$ cat config.mk
export PLATFORM = sky130hd
export DESIGN_NAME = line_follow_pwm_drive
export DESIGN_NICKNAME = d
export VERILOG_FILES = /design/src/rtl/pico_drive_pkg.sv /design/src/rtl/pwm_gen.sv /design/src/rtl/line_follow_pwm_drive.sv
export SDC_FILE = /design/constraint.sdc
export NUM_CORES = 1
export LEC_CHECK = 0
export ABC_AREA = 1
export BUFFER_PORTS_ARGS = -buffer_cell sky130_fd_sc_hd__buf_2
export CORE_UTILIZATION = 40
export CTS_CLUSTER_DIAMETER = 120
export DETAILED_ROUTE_END_ITERATION = 10
export HOLD_SLACK_MARGIN = 0.05
export SLEW_MARGIN = 20
export SYNTH_ARGS = -nofsm -noshare
export SYNTH_HDL_FRONTEND = slang
export SYNTH_HIERARCHICAL = 1
export SYNTH_SLANG_ARGS = --single-unit
$ cat constraint.sdc
create_clock -name clock -period 2.6 [get_ports clock]
set_input_delay 0.13 -clock clock [delete_from_list [all_inputs] [get_ports clock]]
set_output_delay 0.13 -clock clock [all_outputs]
set_load 0.02 [all_outputs]
$ cat src/rtl/pico_drive_pkg.sv
// Shared encodings for the Pico line-follower drive: H-bridge direction codes,
// FSM state codes, sensor classification and the last-seen line side.
package pico_drive_pkg;

   // {JA4,JA3,JA2,JA1}; BACK (4'b0110) is reserved and never driven.
   localparam logic [3:0] DIR_STOP  = 4'b0000;
   localparam logic [3:0] DIR_FWD   = 4'b1001;
   localparam logic [3:0] DIR_RIGHT = 4'b0101;
   localparam logic [3:0] DIR_LEFT  = 4'b1010;

   typedef enum logic [2:0] {
      ST_IDLE   = 3'd0,
      ST_FWD    = 3'd1,
      ST_TURN_L = 3'd2,
      ST_TURN_R = 3'd3,
      ST_SEARCH = 3'd4,
      ST_FAULT  = 3'd5
   } state_t;

   typedef enum logic [1:0] {
      CL_LOST   = 2'd0,
      CL_LEFT   = 2'd1,
      CL_RIGHT  = 2'd2,
      CL_CENTRE = 2'd3
   } class_t;

   typedef enum logic {
      SIDE_RIGHT = 1'b0,
      SIDE_LEFT  = 1'b1
   } side_t;

   // Centre-only, both sides or everything seen all count as CENTRE.
   function automatic class_t classify(input logic any_det, input logic lg, input logic rg);
      if (!any_det)
         return CL_LOST;
      else if (lg && !rg)
         return CL_LEFT;
      else if (rg && !lg)
         return CL_RIGHT;
      return CL_CENTRE;
   endfunction

endpackage

$ cat src/rtl/pwm_gen.sv
// Two-channel PWM: one free-running counter shared by both channels, each
// output is a registered (counter < duty) compare.
module pwm_gen #(
   parameter int PWM_W = 8
) (
   input  logic                  i_clk,
   input  logic                  i_srst,
   input  logic [1:0][PWM_W-1:0] i_duty,
   output logic [1:0]            o_pwm
);

   logic [PWM_W-1:0] r_cnt;

   always_ff @(posedge i_clk) begin
      if (i_srst)
         r_cnt <= '0;
      else
         r_cnt <= r_cnt + PWM_W'(1);
   end

   genvar gi;
   generate
      for (gi = 0; gi < 2; gi++) begin : g_ch
         logic r_pwm;
         always_ff @(posedge i_clk) begin
            if (i_srst)
               r_pwm <= 1'b0;
            else
               r_pwm <= (r_cnt < i_duty[gi]);
         end
         assign o_pwm[gi] = r_pwm;
      end
   endgenerate

endmodule

$ cat src/rtl/line_follow_pwm_drive.sv
// Line-follower motor controller: synced/debounced sensors, classification,
// drive FSM with timed lost-line search, latched overcurrent fault, PWM wheels.
module line_follow_pwm_drive
   import pico_drive_pkg::*;
#(
   parameter int               NSENS        = 3,
   parameter int               PWM_W        = 8,
   parameter logic [PWM_W-1:0] DUTY_FWD     = 8'd200,
   parameter logic [PWM_W-1:0] DUTY_TURN    = 8'd80,
   parameter logic [PWM_W-1:0] DUTY_SEARCH  = 8'd120,
   parameter int               DEBOUNCE     = 4,
   parameter int               LOST_TIMEOUT = 1000000
) (
   input  logic             clock,
   input  logic             reset,
   input  logic             enable,
   input  logic [1:0]       comp_ok,
   input  logic             fault_clr,
   input  logic [NSENS-1:0] sens_n,
   output logic [3:0]       ja,
   output logic             pwm_l,
   output logic             pwm_r,
   output logic [2:0]       state,
   output logic             fault
);

   localparam int C   = NSENS / 2;
   localparam int DBW = $clog2(DEBOUNCE + 1);
   localparam int TW  = $clog2(LOST_TIMEOUT + 1);

   logic [NSENS-1:0] r_sync1, r_sync2, r_cand, r_det;
   logic [DBW-1:0]   r_db_cnt;
   state_t           r_state;
   side_t            r_last_side;
   logic [TW-1:0]    r_lost_cnt;
   logic [3:0]       r_ja;
   logic             r_fault;

   state_t                w_state_next;
   class_t                w_class;
   logic [3:0]            w_ja_next;
   logic [1:0][PWM_W-1:0] w_duty;
   logic [1:0]            w_pwm;

   // The mismatch cycle counts as the first of the DEBOUNCE stable cycles.
   always_ff @(posedge clock) begin
      if (reset) begin
         r_sync1  <= '1;
         r_sync2  <= '1;
         r_cand   <= '1;
         r_db_cnt <= '0;
         r_det    <= '0;
      end else begin
         r_sync1 <= sens_n;
         r_sync2 <= r_sync1;
         if (r_sync2 != r_cand) begin
            r_cand   <= r_sync2;
            r_db_cnt <= DBW'(1);
         end else if (r_db_cnt < DBW'(DEBOUNCE - 1)) begin
            r_db_cnt <= r_db_cnt + DBW'(1);
         end else begin
            r_det <= ~r_sync2;
         end
      end
   end

   assign w_class = classify(|r_det, |r_det[NSENS-1:C+1], |r_det[C-1:0]);

   always_comb begin
      w_state_next = r_state;
      if (comp_ok != 2'b11) begin
         w_state_next = ST_FAULT;
      end else if (r_state == ST_FAULT) begin
         if (fault_clr)
            w_state_next = ST_IDLE;
      end else if (!enable) begin
         w_state_next = ST_IDLE;
      end else begin
         case (w_class)
            CL_CENTRE: w_state_next = ST_FWD;
            CL_LEFT:   w_state_next = ST_TURN_L;
            CL_RIGHT:  w_state_next = ST_TURN_R;
            default: begin
               // No search without a line having been followed first.
               if (r_state == ST_IDLE)
                  w_state_next = ST_IDLE;
               else if (r_state == ST_SEARCH && r_lost_cnt == TW'(LOST_TIMEOUT - 1))
                  w_state_next = ST_IDLE;
               else
                  w_state_next = ST_SEARCH;
            end
         endcase
      end
   end

   // Drive decoded from the next state so fault shutdown lands one cycle after comp_ok drops.
   always_comb begin
      w_ja_next = DIR_STOP;
      w_duty    = '0;
      case (w_state_next)
         ST_FWD: begin
            w_ja_next = DIR_FWD;
            w_duty    = {DUTY_FWD, DUTY_FWD};
         end
         ST_TURN_L: begin
            w_ja_next = DIR_FWD;
            w_duty    = {DUTY_TURN, DUTY_FWD};
         end
         ST_TURN_R: begin
            w_ja_next = DIR_FWD;
            w_duty    = {DUTY_FWD, DUTY_TURN};
         end
         ST_SEARCH: begin
            w_ja_next = (r_last_side == SIDE_LEFT) ? DIR_LEFT : DIR_RIGHT;
            w_duty    = {DUTY_SEARCH, DUTY_SEARCH};
         end
         default: ;
      endcase
   end

   always_ff @(posedge clock) begin
      if (reset) begin
         r_state     <= ST_IDLE;
         r_last_side <= SIDE_RIGHT;
         r_lost_cnt  <= '0;
         r_ja        <= DIR_STOP;
         r_fault     <= 1'b0;
      end else begin
         r_state <= w_state_next;
         r_ja    <= w_ja_next;
         r_fault <= (w_state_next == ST_FAULT);
         if (w_state_next == ST_TURN_L)
            r_last_side <= SIDE_LEFT;
         else if (w_state_next == ST_TURN_R)
            r_last_side <= SIDE_RIGHT;
         if (r_state != ST_SEARCH)
            r_lost_cnt <= '0;
         else
            r_lost_cnt <= r_lost_cnt + TW'(1);
      end
   end

   pwm_gen #(
      .PWM_W (PWM_W)
   ) u_pwm (
      .i_clk  (clock),
      .i_srst (reset),
      .i_duty (w_duty),
      .o_pwm  (w_pwm)
   );

   assign pwm_l = w_pwm[1];
   assign pwm_r = w_pwm[0];
   assign ja    = r_ja;
   assign state = r_state;
   assign fault = r_fault;

endmodule
After elaboration in Yosys (flattened, before gate mapping) --
Cells that the tools add are included.
Cells by class: $add $sub $neg 3, magnitude comparators 3, equality and inequality tests 14, muxes and demuxes 21, bitwise logic cells 3, reductions and logical operators 13
Operators with widths (number):
- $pmux 16 s4 | 1
- $add 20x1->20 const B | 1
- $eq 20x20->1 const B | 1
- $mux 3 | 6
- $lt 8x8->1 | 2
- $eq 3x3->1 const B | 4
- $pmux 3 s3 | 1
- $add 8x1->8 const B | 1
- $mux 2 | 4
- $pmux 4 s2 | 1
- $mux 1 | 7
- $eq 3x2->1 const B | 2
- $reduce_or 3->1 | 2
- $eq 2x2->1 const B | 2
- $mux 4 | 1
- $reduce_bool 2->1 | 2
- $reduce_or 2->1 | 2
- $add 3x1->3 const B | 1
- $eq 3x1->1 const B | 1
- $logic_and 1x1->1 | 3
- $logic_not 3->1 | 1
- $lt 3x2->1 const B | 1
- $ne 3x3->1 | 1
- $ne 3x3->1 const B | 1
- other kinds (6) | 8
Word-level totals: flip-flop bits (word level) 54, input port bits 9, output and inout port bits 10, word-level logic and storage cells 71

Logic depth before layout (Yosys ltp) --
word-level depth 14, depth in mapped cells 18, depth with buffers taken out 18

Cells and area by module --
The synthesis kept the hierarchy.
Modules (own cells, without submodules):
- line_follow_pwm_drive | instances 1, cells an instance 261, area each 2025.7 µm², seq. area each 880.8 µm²
- pwm_gen | instances 1, cells an instance 108, area each 764.5 µm², seq. area each 200.2 µm²

Worst setup path after synthesis --
Ideal clock, no wire load.
path type reg2reg, start register r_lost_cnt[0], end register u_pwm.g_ch[1].r_pwm, setup time 0.070 ns, data arrival time 1.910 ns, required time 2.530 ns, slack 0.621 ns, cell stages (with the launch flop) 16, cells stage by stage dfxtp_1 > ha_1 > nand3_2 > nor2_1 > nand4_1 > nand3_2 > nand2_2 > inv_1 > nand2_1 > inv_1 > inv_1 > ha_1 > nand2_1 > nand2_1 > o21bai_1 > a21oi_1
RTL lines:
- start: declaration | line line_follow_pwm_drive.sv:35 | logic [TW-1:0] r_lost_cnt;
- start signal: assignment | line line_follow_pwm_drive.sv:139 | r_lost_cnt <= r_lost_cnt + TW'(1);
- end signal: assignment | line pwm_gen.sv:29 | r_pwm <= (r_cnt < i_duty[gi]);
- end: declaration | line pwm_gen.sv:24 | logic r_pwm;

==> impl_metrics.tcl <==
set metrics [dict create \
    vdd_drop_max_mv 0.2274 \
    cts_tree "yes" \
    dr.pass1.iters 4 \
    finish.net_count 426 \
    timing.final.crit_share_pct 85.61 \
    cp-end-kind "flop" \
    drt_wl_total_um 5034 \
    synthArstFlopShare_pct 0 \
    final_cell_mix "67 x nand2_1, 57 x inv_1, 54 x dfxtp_1" \
    synth_seq_cells 54 \
    timing.hold.ws_ns 0.1824 \
    grt_pass1_wl_um 9080 \
    drc 0 \
    hpwlAfterDp_um 3807 \
    max_freq_ghz 0.4493 \
    grt_overflow 0 \
    core_um2 6756 \
    tns_ns 0 \
    cts_buffer_depth 2 \
    numCtsBuffers 5 \
    antenna_found_initial 0 \
    die-area_um2 7314 \
    drv_cap 0 \
    insertion_delay_ns 0.31 \
    fillCellCount 685 \
    outcome "complete, no violations" \
    finalSetupViolations 0 \
    synth_top_area_cell "dfxtp_1" \
    finClkSkew_ns 0.01303 \
    insertedDiodeCount 0 \
    synth.avg_cell_area_um2 7.561 \
    pwr_density_cell_nw_per_um2 498.4 \
    hold_violations 0 \
    regArea_um2 1081 \
    final_common_cell "nand2_1" \
    yosysSeqAreaShare_pct 38.74 \
    cp.arrival_ns 2.47 \
    fp.dieW_um 85.52 \
    ys_types 39 \
    synth_edf_count 0 \
    synth_top_area_share_pct 38.74 \
    grt_pass1_vias 2063 \
    multi_input_area_um2 1464 \
    via_per_inst 4.690 \
    grt_use_total_pct 15.53 \
    wl_per_cell_um 10.49 \
    cts_resized 0 \
    netlist_instances 369 \
    critPathKind "flop to flop" \
    r2r_cells 13 \
    post-route-min-period_ns 2.226 \
    row_count 30 \
    cts.sinks 54 \
    grt_max_degree 20 \
    vias 2251 \
    rsz0062_at_grt "no" \
    syn_area_um2 2790 \
    port_buffers 18 \
    drv_slew 0 \
    leakage_nw 1.460 \
    syn_to_final_growth_pct 11.43 \
    drive_gt1_share_pct 17.00 \
    worstPathMaxFanout 5 \
    place_congestion 0.8098 \
    min_from "comp_ok[1]" \
    root_buffer "clkbuf_8" \
    ys.flop_type "dfxtp_1" \
    reg2reg_from "r_lost_cnt[0]" \
    ys_top_cells_by_area "dfxtp_1 39%, nand2_1 9.0%, ha_1 8.1%" \
    ioPinCount 19 \
    ff2ff_setup_slack_ns 0.37 \
    whs_path_depth 4 \
    start_util_pct 41.30 \
    hold_end "fault" \
    clkTransAtPathRegs_ns 0.11 \
    die_h_um 85.52 \
    yosysWarnings 6 \
    cp.required_ns 2.85 \
    hold_path_class "input pin to flop" \
    reg2reg_to "u_pwm/g_ch[0].r_pwm" \
    h-tree-depth 2 \
    drt-initial-drc-count 110 \
    startpoint_type "flop" \
    ant_nets 0 \
]
[critical path, stage by stage (launching register included)]
cell and delay, ns:
dfxtp_1 0.38, ha_1 0.22, nand3_2 0.14, nor2_1 0.16, nand4_1 0.12, nand3_2 0.10, nand3_1 0.16, o21ai_0 0.12
inv_1 0.06, ha_1 0.30, nand2_1 0.07, nand2_1 0.05, o21bai_1 0.15, a21oi_1 0.13
[routing by layer]
metal  routed length [um]  vias up  GRT usage [%]
met4                   76        0          5.000
met2                 2186       29          25.02
met3                  192        7          3.754
li1                     -     1225              -
met5                    0        -              0
met1                 2579      990          20.53
[worst max path at each step]
stage | slack (ns) | cells after the start | start | end
2_1_floorplan | 0.62 | 15 | r_lost_cnt[0] | u_pwm/g_ch[1].r_pwm
3_5_place_dp | 0.41 | 15 | r_lost_cnt[0] | u_pwm/g_ch[1].r_pwm
4_1_cts | 0.38 | 13 | r_lost_cnt[0] | u_pwm/g_ch[0].r_pwm
6_report | 0.37 | 13 | r_lost_cnt[0] | u_pwm/g_ch[0].r_pwm
5_1_grt | 0.1 | 14 | r_lost_cnt[0] | u_pwm/g_ch[1].r_pwm
3_3_place_gp | 0.50 | 15 | r_lost_cnt[0] | u_pwm/g_ch[1].r_pwm
[final cells by class]
class	count	share of cell area, %
clock inverters	3	0.7646
repair buffers	23	4.346
inverters	63	7.606
clock buffers	5	2.213
multi-input cells	252	47.08
flip-flops and latches	54	34.77
well taps	80	3.219
[Yosys cell counts (3+ instances only)]
cell type  count
a21oi_1       26
nand2_1       67
nor3_1         7
inv_1         57
nor2_2         4
nand4_1        4
xor2_1         5
or2_2          7
o21ai_1        4
dfxtp_1       54
nand3_1       11
nor3_4         4
nand2_2        3
o21ai_0       18
nor2_1        41
ha_1          18
nand3_2        4
inv_2          6
[sequential cells by signal (all words and copies together) (netlist names)]
name              flops
r_lost_cnt           20
u_pwm/r_cnt           8
ja                    4
r_cand                3
r_db_cnt              3
r_det                 3
r_sync1               3
r_sync2               3
state                 3
u_pwm/g_ch.r_pwm      2
fault                 1
r_last_side           1
[cell families (layout without fill, tap and decap cells)]
| family | count (synthesis) | after routing | share of synthesized area [%] |
|---|---|---|---|
| AND/OR/NAND/NOR | 169 | 169 | 31.66 |
| buffers and inverters | 68 | 94 | 9.462 |
| flip-flops | 54 | 54 | 38.74 |
| AO/OA/AOI/OAI | 52 | 52 | 9.731 |
| adder cells (fa/ha/maj) | 18 | 18 | 8.072 |
| XOR/XNOR | 7 | 7 | 2.197 |
| other | 1 | 6 | 0.1344 |
[metrics by stage]
step	util, %	std cells	setup slack, ns	instance area (um^2)	power [mW]
floorplan	-	374	0.6207	2809	1.027
global placement	44.20	469	0.4991	2987	1.067
detailed placement	44.20	469	0.4101	2987	1.072
CTS	46.02	480	0.3791	3109	1.570
global route	46.02	480	0.09737	3109	1.644
finish	46.02	480	0.3742	3109	1.550
[power breakdown]
| part | switching [mW] | total, mW | internal, mW |
|---|---|---|---|
| combinational | 0.113 | 0.184 | 0.0708 |
| clock | 0.301 | 0.495 | 0.193 |
| sequential | 0.0170 | 0.871 | 0.854 |
[what timing repair did]
item | in CTS | in global routing
buffers inserted | 0 | 0
hold buffers | 3 | 0
hold endpoints to repair | 3 | 0
(Power assumes the default switching activity.)
